### src/rtl/cgra_pkg.sv
// Shared types for the CGRA CSR register-bus initiator.
package cgra_pkg;

    localparam int unsigned CSR_MASTER_FIFO_DEPTH = 4;

    typedef struct packed {
        logic        write;
        logic [31:0] addr;
        logic [31:0] wdata;
    } csr_cmd_t;

    typedef struct packed {
        logic [31:0] addr;
        logic        write;
        logic [31:0] wdata;
        logic [3:0]  wstrb;
        logic        valid;
    } reg_req_t;

    typedef struct packed {
        logic [31:0] rdata;
        logic        error;
        logic        ready;
    } reg_rsp_t;

    typedef enum logic [1:0] {
        IDLE,
        REQ,
        RSP
    } csr_master_state_e;

endpackage

### src/rtl/csr_cmd_fifo.sv
// Synchronous command FIFO; pointers carry an extra wrap bit to tell full from empty.
module csr_cmd_fifo
    import cgra_pkg::*;
#(
    parameter int unsigned DEPTH = CSR_MASTER_FIFO_DEPTH
) (
    input  logic     clk_i,
    input  logic     rst_ni,
    input  logic     push_i,
    input  csr_cmd_t data_i,
    input  logic     pop_i,
    output csr_cmd_t data_o,
    output logic     full_o,
    output logic     empty_o
);

    localparam int unsigned AW = (DEPTH > 1) ? $clog2(DEPTH) : 1;

    csr_cmd_t   mem_q [DEPTH];
    logic [AW:0] wptr_q;
    logic [AW:0] rptr_q;
    logic        do_push;
    logic        do_pop;

    assign empty_o = (wptr_q == rptr_q);
    assign full_o  = (wptr_q[AW] != rptr_q[AW]) && (wptr_q[AW-1:0] == rptr_q[AW-1:0]);
    assign do_push = push_i && !full_o;
    assign do_pop  = pop_i && !empty_o;
    assign data_o  = mem_q[rptr_q[AW-1:0]];

    // Pointer update; push and pop in the same cycle both take effect.
    always_ff @(posedge clk_i or negedge rst_ni) begin
        if (!rst_ni) begin
            wptr_q <= '0;
            rptr_q <= '0;
        end else begin
            if (do_push) wptr_q <= wptr_q + (AW+1)'(1);
            if (do_pop)  rptr_q <= rptr_q + (AW+1)'(1);
        end
    end

    // Entry storage; contents are meaningless until written, so no reset.
    always_ff @(posedge clk_i) begin
        if (do_push) mem_q[wptr_q[AW-1:0]] <= data_i;
    end

endmodule

### src/rtl/csr_reg_master.sv
// Register-bus initiator: queues CSR commands and issues them one at a time.
// Optional REQ-phase abort is enabled by defining CSR_MASTER_TIMEOUT_EN.
module csr_reg_master
    import cgra_pkg::*;
#(
    parameter int unsigned FIFO_DEPTH     = CSR_MASTER_FIFO_DEPTH,
    parameter int unsigned TIMEOUT_CYCLES = 1024
) (
    input  logic        clk_i,
    input  logic        rst_ni,
    input  logic        cmd_valid_i,
    output logic        cmd_ready_o,
    input  logic        cmd_write_i,
    input  logic [31:0] cmd_addr_i,
    input  logic [31:0] cmd_wdata_i,
    output logic        rsp_valid_o,
    input  logic        rsp_ready_i,
    output logic [31:0] rsp_rdata_o,
    output logic        rsp_error_o,
    output reg_req_t    reg_req_o,
    input  reg_rsp_t    reg_rsp_i,
    output logic        busy_o
);

    if ((FIFO_DEPTH < 2) || ((FIFO_DEPTH & (FIFO_DEPTH - 1)) != 0)) begin : g_depth_chk
        $error("csr_reg_master: FIFO_DEPTH must be a power of two >= 2");
    end
    if (TIMEOUT_CYCLES == 0) begin : g_timeout_chk
        $error("csr_reg_master: TIMEOUT_CYCLES must be nonzero");
    end

    csr_master_state_e state_q, state_d;
    csr_cmd_t          cmd_q, cmd_d;
    csr_cmd_t          fifo_in;
    csr_cmd_t          fifo_data;
    logic [31:0]       rdata_q, rdata_d;
    logic              error_q, error_d;
    logic              fifo_full;
    logic              fifo_empty;
    logic              fifo_pop;
    logic              timeout_hit;

    assign fifo_in     = '{write: cmd_write_i, addr: cmd_addr_i, wdata: cmd_wdata_i};
    assign cmd_ready_o = !fifo_full;
    assign rsp_rdata_o = rdata_q;
    assign rsp_error_o = error_q;
    assign busy_o      = !fifo_empty || (state_q != IDLE);

    csr_cmd_fifo #(
        .DEPTH (FIFO_DEPTH)
    ) u_fifo (
        .clk_i   (clk_i),
        .rst_ni  (rst_ni),
        .push_i  (cmd_valid_i),
        .data_i  (fifo_in),
        .pop_i   (fifo_pop),
        .data_o  (fifo_data),
        .full_o  (fifo_full),
        .empty_o (fifo_empty)
    );

`ifdef CSR_MASTER_TIMEOUT_EN
    logic [31:0] tmo_cnt_q;

    // Hit on the last allowed REQ cycle so valid is high for exactly TIMEOUT_CYCLES cycles.
    assign timeout_hit = (tmo_cnt_q == TIMEOUT_CYCLES - 1);

    // Wait counter: held at zero outside REQ, so it starts from zero on every REQ entry.
    always_ff @(posedge clk_i or negedge rst_ni) begin
        if (!rst_ni) begin
            tmo_cnt_q <= '0;
        end else if (state_q != REQ) begin
            tmo_cnt_q <= '0;
        end else if (!reg_rsp_i.ready) begin
            tmo_cnt_q <= tmo_cnt_q + 32'd1;
        end
    end
`else
    assign timeout_hit = 1'b0;
`endif

    // State, command and response registers.
    always_ff @(posedge clk_i or negedge rst_ni) begin
        if (!rst_ni) begin
            state_q <= IDLE;
            cmd_q   <= '0;
            rdata_q <= '0;
            error_q <= 1'b0;
        end else begin
            state_q <= state_d;
            cmd_q   <= cmd_d;
            rdata_q <= rdata_d;
            error_q <= error_d;
        end
    end

    // Next-state and bus/response outputs; request fields are driven only in REQ.
    always_comb begin
        state_d     = state_q;
        cmd_d       = cmd_q;
        rdata_d     = rdata_q;
        error_d     = error_q;
        fifo_pop    = 1'b0;
        reg_req_o   = '0;
        rsp_valid_o = 1'b0;
        case (state_q)
            IDLE: begin
                if (!fifo_empty) begin
                    fifo_pop = 1'b1;
                    cmd_d    = fifo_data;
                    state_d  = REQ;
                end
            end
            REQ: begin
                reg_req_o.addr  = cmd_q.addr;
                reg_req_o.write = cmd_q.write;
                reg_req_o.wdata = cmd_q.wdata;
                reg_req_o.wstrb = 4'hF;
                reg_req_o.valid = 1'b1;
                if (reg_rsp_i.ready) begin
                    rdata_d = cmd_q.write ? '0 : reg_rsp_i.rdata;
                    error_d = reg_rsp_i.error;
                    state_d = RSP;
                end else if (timeout_hit) begin
                    rdata_d = '0;
                    error_d = 1'b1;
                    state_d = RSP;
                end
            end
            RSP: begin
                rsp_valid_o = 1'b1;
                if (rsp_ready_i) state_d = IDLE;
            end
            default: state_d = IDLE;
        endcase
    end

endmodule

### config.mk
export PLATFORM = sky130hd
export DESIGN_NAME = csr_reg_master
export DESIGN_NICKNAME = d
export VERILOG_FILES = /design/src/rtl/cgra_pkg.sv /design/src/rtl/csr_cmd_fifo.sv /design/src/rtl/csr_reg_master.sv
export SDC_FILE = /design/constraint.sdc
export NUM_CORES = 1
export LEC_CHECK = 0
export BUFFER_PORTS_ARGS = -buffer_cell sky130_fd_sc_hd__buf_2
export CORE_MARGIN = 10
export CORE_UTILIZATION = 55
export CTS_CLUSTER_SIZE = 20
export DETAILED_ROUTE_END_ITERATION = 16
export PLACE_DENSITY_LB_ADDON = 0.05
export REMOVE_ABC_BUFFERS = 1
export SLEW_MARGIN = 10
export SYNTH_ARGS = -nofsm -noshare
export SYNTH_HDL_FRONTEND = slang
export SYNTH_SLANG_ARGS = --single-unit
### constraint.sdc
create_clock -name clk_i -period 6.6 [get_ports clk_i]
set_clock_uncertainty 0.1 [all_clocks]
set_input_delay 0.99 -clock clk_i [delete_from_list [all_inputs] [get_ports clk_i]]
set_output_delay 0.99 -clock clk_i [all_outputs]
set_load 0.02 [all_outputs]
After elaboration in Yosys (flattened, before gate mapping). Memories as Yosys holds them, arrays and structs flattened. A register that Yosys moved wholly into a read port is not among the register bits. Index checks and enable logic that the tools add are counted.

Flip-flop bits (word level): 41. Memory bits (writable): 260. Logic and storage cells: 40. Memories: 1.

Memories: u_fifo.mem_q (depth 4, width 65, read ports 1, clocked after memory_dff 1, write ports 1, RTL line csr_cmd_fifo.sv:19) `csr_cmd_t mem_q [DEPTH];`.

Add/subtract/negate cells: 2. Equality and inequality tests: 8. Bitwise logic cells: 1. Reduce and logical (&&, ||, !) cells: 12. Mux-type cells: 11.

Operators by type and width (count): 70-bit 2-to-1 mux (1); 32-bit 2-to-1 mux (1); 3-bit by 1-bit adder with 3-bit output (second input constant) (2); 2-bit 2-to-1 mux (3); 2-bit inequality test (second input constant) (3); 2-bit case mux with 3 select lines (1); 1-bit 2-to-1 mux (5); 2-bit AND reduction (2); 3-bit equality test (1); 1-bit logical AND (3); 1-bit zero test (3); 3-bit AND reduction (1); 2-bit by 1-bit equality test with 1-bit output (second input constant) (1); 2-bit equality test (1); 2-bit equality test (second input constant) (1); 2-bit zero test (1); 2-bit nonzero test (1); 1-bit logical OR (1); 1-bit inequality test (1); 1-bit NOT (1).

Longest topological paths before layout.
Depth in word-level cells: 6. Mapped depth: 6.

Hierarchy. Synthesis repeated with hierarchy kept, for this count alone.

Cell total of the unflattened synthesis: 720. Area, all modules: 14403.8 um2.

Modules (own cells, without submodules): csr_cmd_fifo (area an instance 9845.7 um2, sequential area each 7957.6 um2, cells an instance 389, times used 1); csr_reg_master (area an instance 4558.1 um2, sequential area each 2502.4 um2, cells an instance 331, times used 1).

Worst setup path after synthesis. Ideal clock, no wire load.

Path kind: in2reg. Start point: input port cmd_valid_i. End point: memory u_fifo.mem_q[3][0] in the netlist's numbering, enable pin. Path slack: 1.588 ns. Data required time: 5.970 ns. Library setup time: 0.530 ns. Path buffers: 0. Arrival: 4.382 ns. Stages: 2. Cells stage by stage: nand2_1 a31oi_1.

Word-level cells in the longest chain between the ends: 3.

Ends and longest elaborated chain: start: declaration (RTL line csr_reg_master.sv:11) `input logic cmd_valid_i,`; 1-bit logical AND (RTL line csr_cmd_fifo.sv:27) `assign do_push = push_i && !full_o;`; 1-bit 2-to-1 mux (RTL line csr_cmd_fifo.sv:44) `if (do_push) mem_q[wptr_q[AW-1:0]] <= data_i;`; 1-bit 2-to-1 mux (implied by the code) (RTL line csr_cmd_fifo.sv:44); end: declaration (RTL line csr_cmd_fifo.sv:19).

Every way passes these cells.

==> flow_summary.json <==
{
  "outcome": "finished, final reports clean",
  "synth-xor-area-share": 0.00608,
  "fill_cells": 1773,
  "drtAntennaViolNets": 0,
  "tightestPinTransition_ns": 1.08,
  "ys_seq_elements": 366,
  "setup-violations-final": 0,
  "wl_um": 28500,
  "drt_iter0_markers": 438,
  "regToRegStartpoint": "u_fifo.rptr_q[1]",
  "antenna_found_initial": 4,
  "nets": 1058,
  "synthToLayoutAreaGrowth_pct": 17.6,
  "ios": 209,
  "drc_errors": 0,
  "hold_viol": 0,
  "worst-setup-path-type": "register to output port",
  "place_congestion": 0.796,
  "grt_pass1_wl_um": 44900,
  "hold_path.class": "register to register",
  "p_per_area_nw_per_um2": 517,
  "yosysSeqAreaShare": 0.737,
  "cts_sinks": 366,
  "setup_slack_ns": 3.01,
  "maxCapViolations": 0,
  "m1WireLength_um": 12000,
  "crit_arrival_ns": 2.50,
  "clk_latency_ns": 0.51,
  "h-tree-depth": 2,
  "synth-simple-area-share": 0.0559,
  "synthAdderAreaFrac": 0.00441,
  "synth_top_family_by_area": "multiplexers",
  "grt_pass1_vias": 7911,
  "worstHoldStart": "rsp_rdata_o[30]",
  "place_ws_ns": 3.01,
  "cp-start-kind": "register",
  "cts_buffers": 38,
  "holdWs_ns": 0.377,
  "path_cells": "nor2b_4, buf_4, and2_1, buf_2",
  "core_area_um2": 25300,
  "root_buffer": "clkbuf_16",
  "dr.pass1.iters": 6,
  "grt_max_degree": 70,
  "ir_worst_vdd_v": 0.000325,
  "regArea_um2": 10500,
  "grt_overflow": 0,
  "die_y_um": 181,
  "synth_compound_gate_area_share": 0.0143,
  "drive_gt1_frac": 0.416,
  "max_slew_margin": 0.279,
  "drv_slew": 0,
  "cp_max_fo": 45,
  "dr_wl_met2_um": 14000,
  "track_usage": 0.173,
  "syn_avg_cell_area_um2": 19.2,
  "p_leak_nw": 6.47,
  "via_per_inst": 5.46,
  "dpl.hpwl_um": 16900,
  "cts_tree": "done",
  "port_buffers": 208,
  "wl_per_cell_um": 21.7,
  "cts_buffer_depth": 3,
  "synth_cells": 740,
  "die_x_um": 181,
  "multi_input_area_um2": 3520,
  "synthMuxAreaShare": 0.165,
  "timing.final.crit_share": 0.545,
  "cpPeakStageDelay_ns": 0.60,
  "min_period_ns": 3.59,
  "dieArea_um2": 32600,
  "crit_required_ns": 5.51,
  "clk_pin_slew_ns": 0.05,
  "crit_start": "state_q[0]",
  "clock.fmax_mhz": 278,
  "netlist_area_um2": 14200,
  "initial_utilization": 0.561,
  "slowest_stage": "nor2b_4",
  "wl_met3_um": 1830,
  "ys_types": 29,
  "highest_layer": "met5",
  "cp-end-kind": "output port",
  "cts_setup_buffers": 0,
  "ctsResizeCount": 0,
  "yosysWarnings": 0,
  "rows": 58,
  "rsz0062_at_grt": "false",
  "vias": 7159,
  "holdBufCountCts": 0
}
==> cells in the mapped netlist <==
library cell  count  area share
xnor2_1           4      0.0025
nor3_1            1     0.00035
nand3b_1          1     0.00053
xor2_2            1      0.0011
ha_1              5      0.0044
dfrtp_1         106        0.19
mux2_4           30       0.032
mux4_2           65        0.10
inv_1             4      0.0011
buf_2            11      0.0039
buf_1             3     0.00079
nand3_1           1     0.00035
nand2b_1         33       0.015
o31a_1            1     0.00062
edfxtp_1        260        0.55
buf_4             5      0.0026
a211oi_1          1     0.00053
nor2_1            1     0.00026
xor2_1            4      0.0025
nor2b_1           1     0.00044
o21ai_0          33       0.012
a31oi_1           2     0.00088
mux2_2           38       0.030
and2_1           68       0.030
nor4_1            1     0.00044
nand2_1          34      0.0090
clkbuf_1         20      0.0053
buf_6             5      0.0040
o311ai_0          1     0.00062
==> final cells by class <==
type	count	area share
inverters	4	0.000900
clock buffers	60	0.0662
flip-flops and latches	366	0.627
diodes	3	0.000450
repair buffers	214	0.0652
well taps	330	0.0247
clock inverters	9	0.00450
multi-input cells	326	0.211
==> registers in the layout (all words and copies together), names as in the netlist <==
name           cells
cmd_q             65
rsp_error_o        1
rsp_rdata_o       32
state_q            2
u_fifo.mem_q     260
u_fifo.rptr_q      3
u_fifo.wptr_q      3
==> routing by layer <==
layer	vias up	GRT usage
li1	3240	-
met1	3670	0.223
met2	206	0.286
met3	41	0.0444
met4	2	0.0463
met5	-	0
==> metrics by stage <==
step | cells | power, mW | setup TNS (ns) | cell area [um2] | util
floorplan | 696 | 5.84 | -34.17 | 14000 | -
global placement | 1240 | 6.65 | 0 | 15500 | 0.612
detailed placement | 1240 | 6.76 | 0 | 15500 | 0.612
CTS | 1309 | 8.78 | 0 | 16700 | 0.659
global route | 1310 | 9.13 | 0 | 16700 | 0.659
finish | 1312 | 8.64 | 0 | 16700 | 0.659
==> kinds of logic after synthesis <==
group,Yosys count
DFF,366
and+or+nand+nor,141
muxes,133
buffers and inverters,48
AOI/OAI and AO/OA,38
xor gates and xnor gates,9
adders and majority gates,5
==> power by group <==
part	switching, mW	leakage (nW)	internal [mW]
logic	1.60	2.23	1.42
registers	0.391	3.66	3.23
clock network	0.809	0.577	1.19
==> worst paths after layout <==
kind | end | slack (ns) | depth (start not counted)
max in group asynchronous | u_fifo.rptr_q[1] | 4.58 | 2
hold / removal | rsp_rdata_o[30] | 0.38 | 2
min in group asynchronous | cmd_q[62] | 0.44 | 1
hold reg to reg | rsp_rdata_o[30] | 0.38 | 2
setup reg to reg | cmd_q[47] | 3.04 | 4
setup / recovery | reg_req_o[49] | 3.01 | 4
==> worst max-delay path: cells and delay by family (launching register included) <==
family        cells  cell delay, ns
simple gates      2            0.83
buf+inv           2            0.73
flops             1            0.42
==> cells in the final DEF (no fill, tap or decap), types with 2 or more instances in the layout <==
| cell | count |
|---|---|
| edfxtp_1 | 260 |
| mux2_2 | 38 |
| nand2b_1 | 33 |
| o21ai_0 | 33 |
| dfrtp_1 | 104 |
| diode_2 | 3 |
| dfrtp_4 | 2 |
| clkbuf_16 | 39 |
| buf_4 | 7 |
| xor2_1 | 4 |
| xnor2_1 | 4 |
| clkbuf_8 | 5 |
| mux4_2 | 65 |
| clkinv_1 | 2 |
| clkinv_2 | 4 |
| nand2_1 | 34 |
| mux2_4 | 30 |
| clkbuf_1 | 16 |
| and2_4 | 3 |
| and2_1 | 65 |
| inv_1 | 4 |
| buf_2 | 207 |
| ha_1 | 5 |
(Power assumes the default switching activity.)
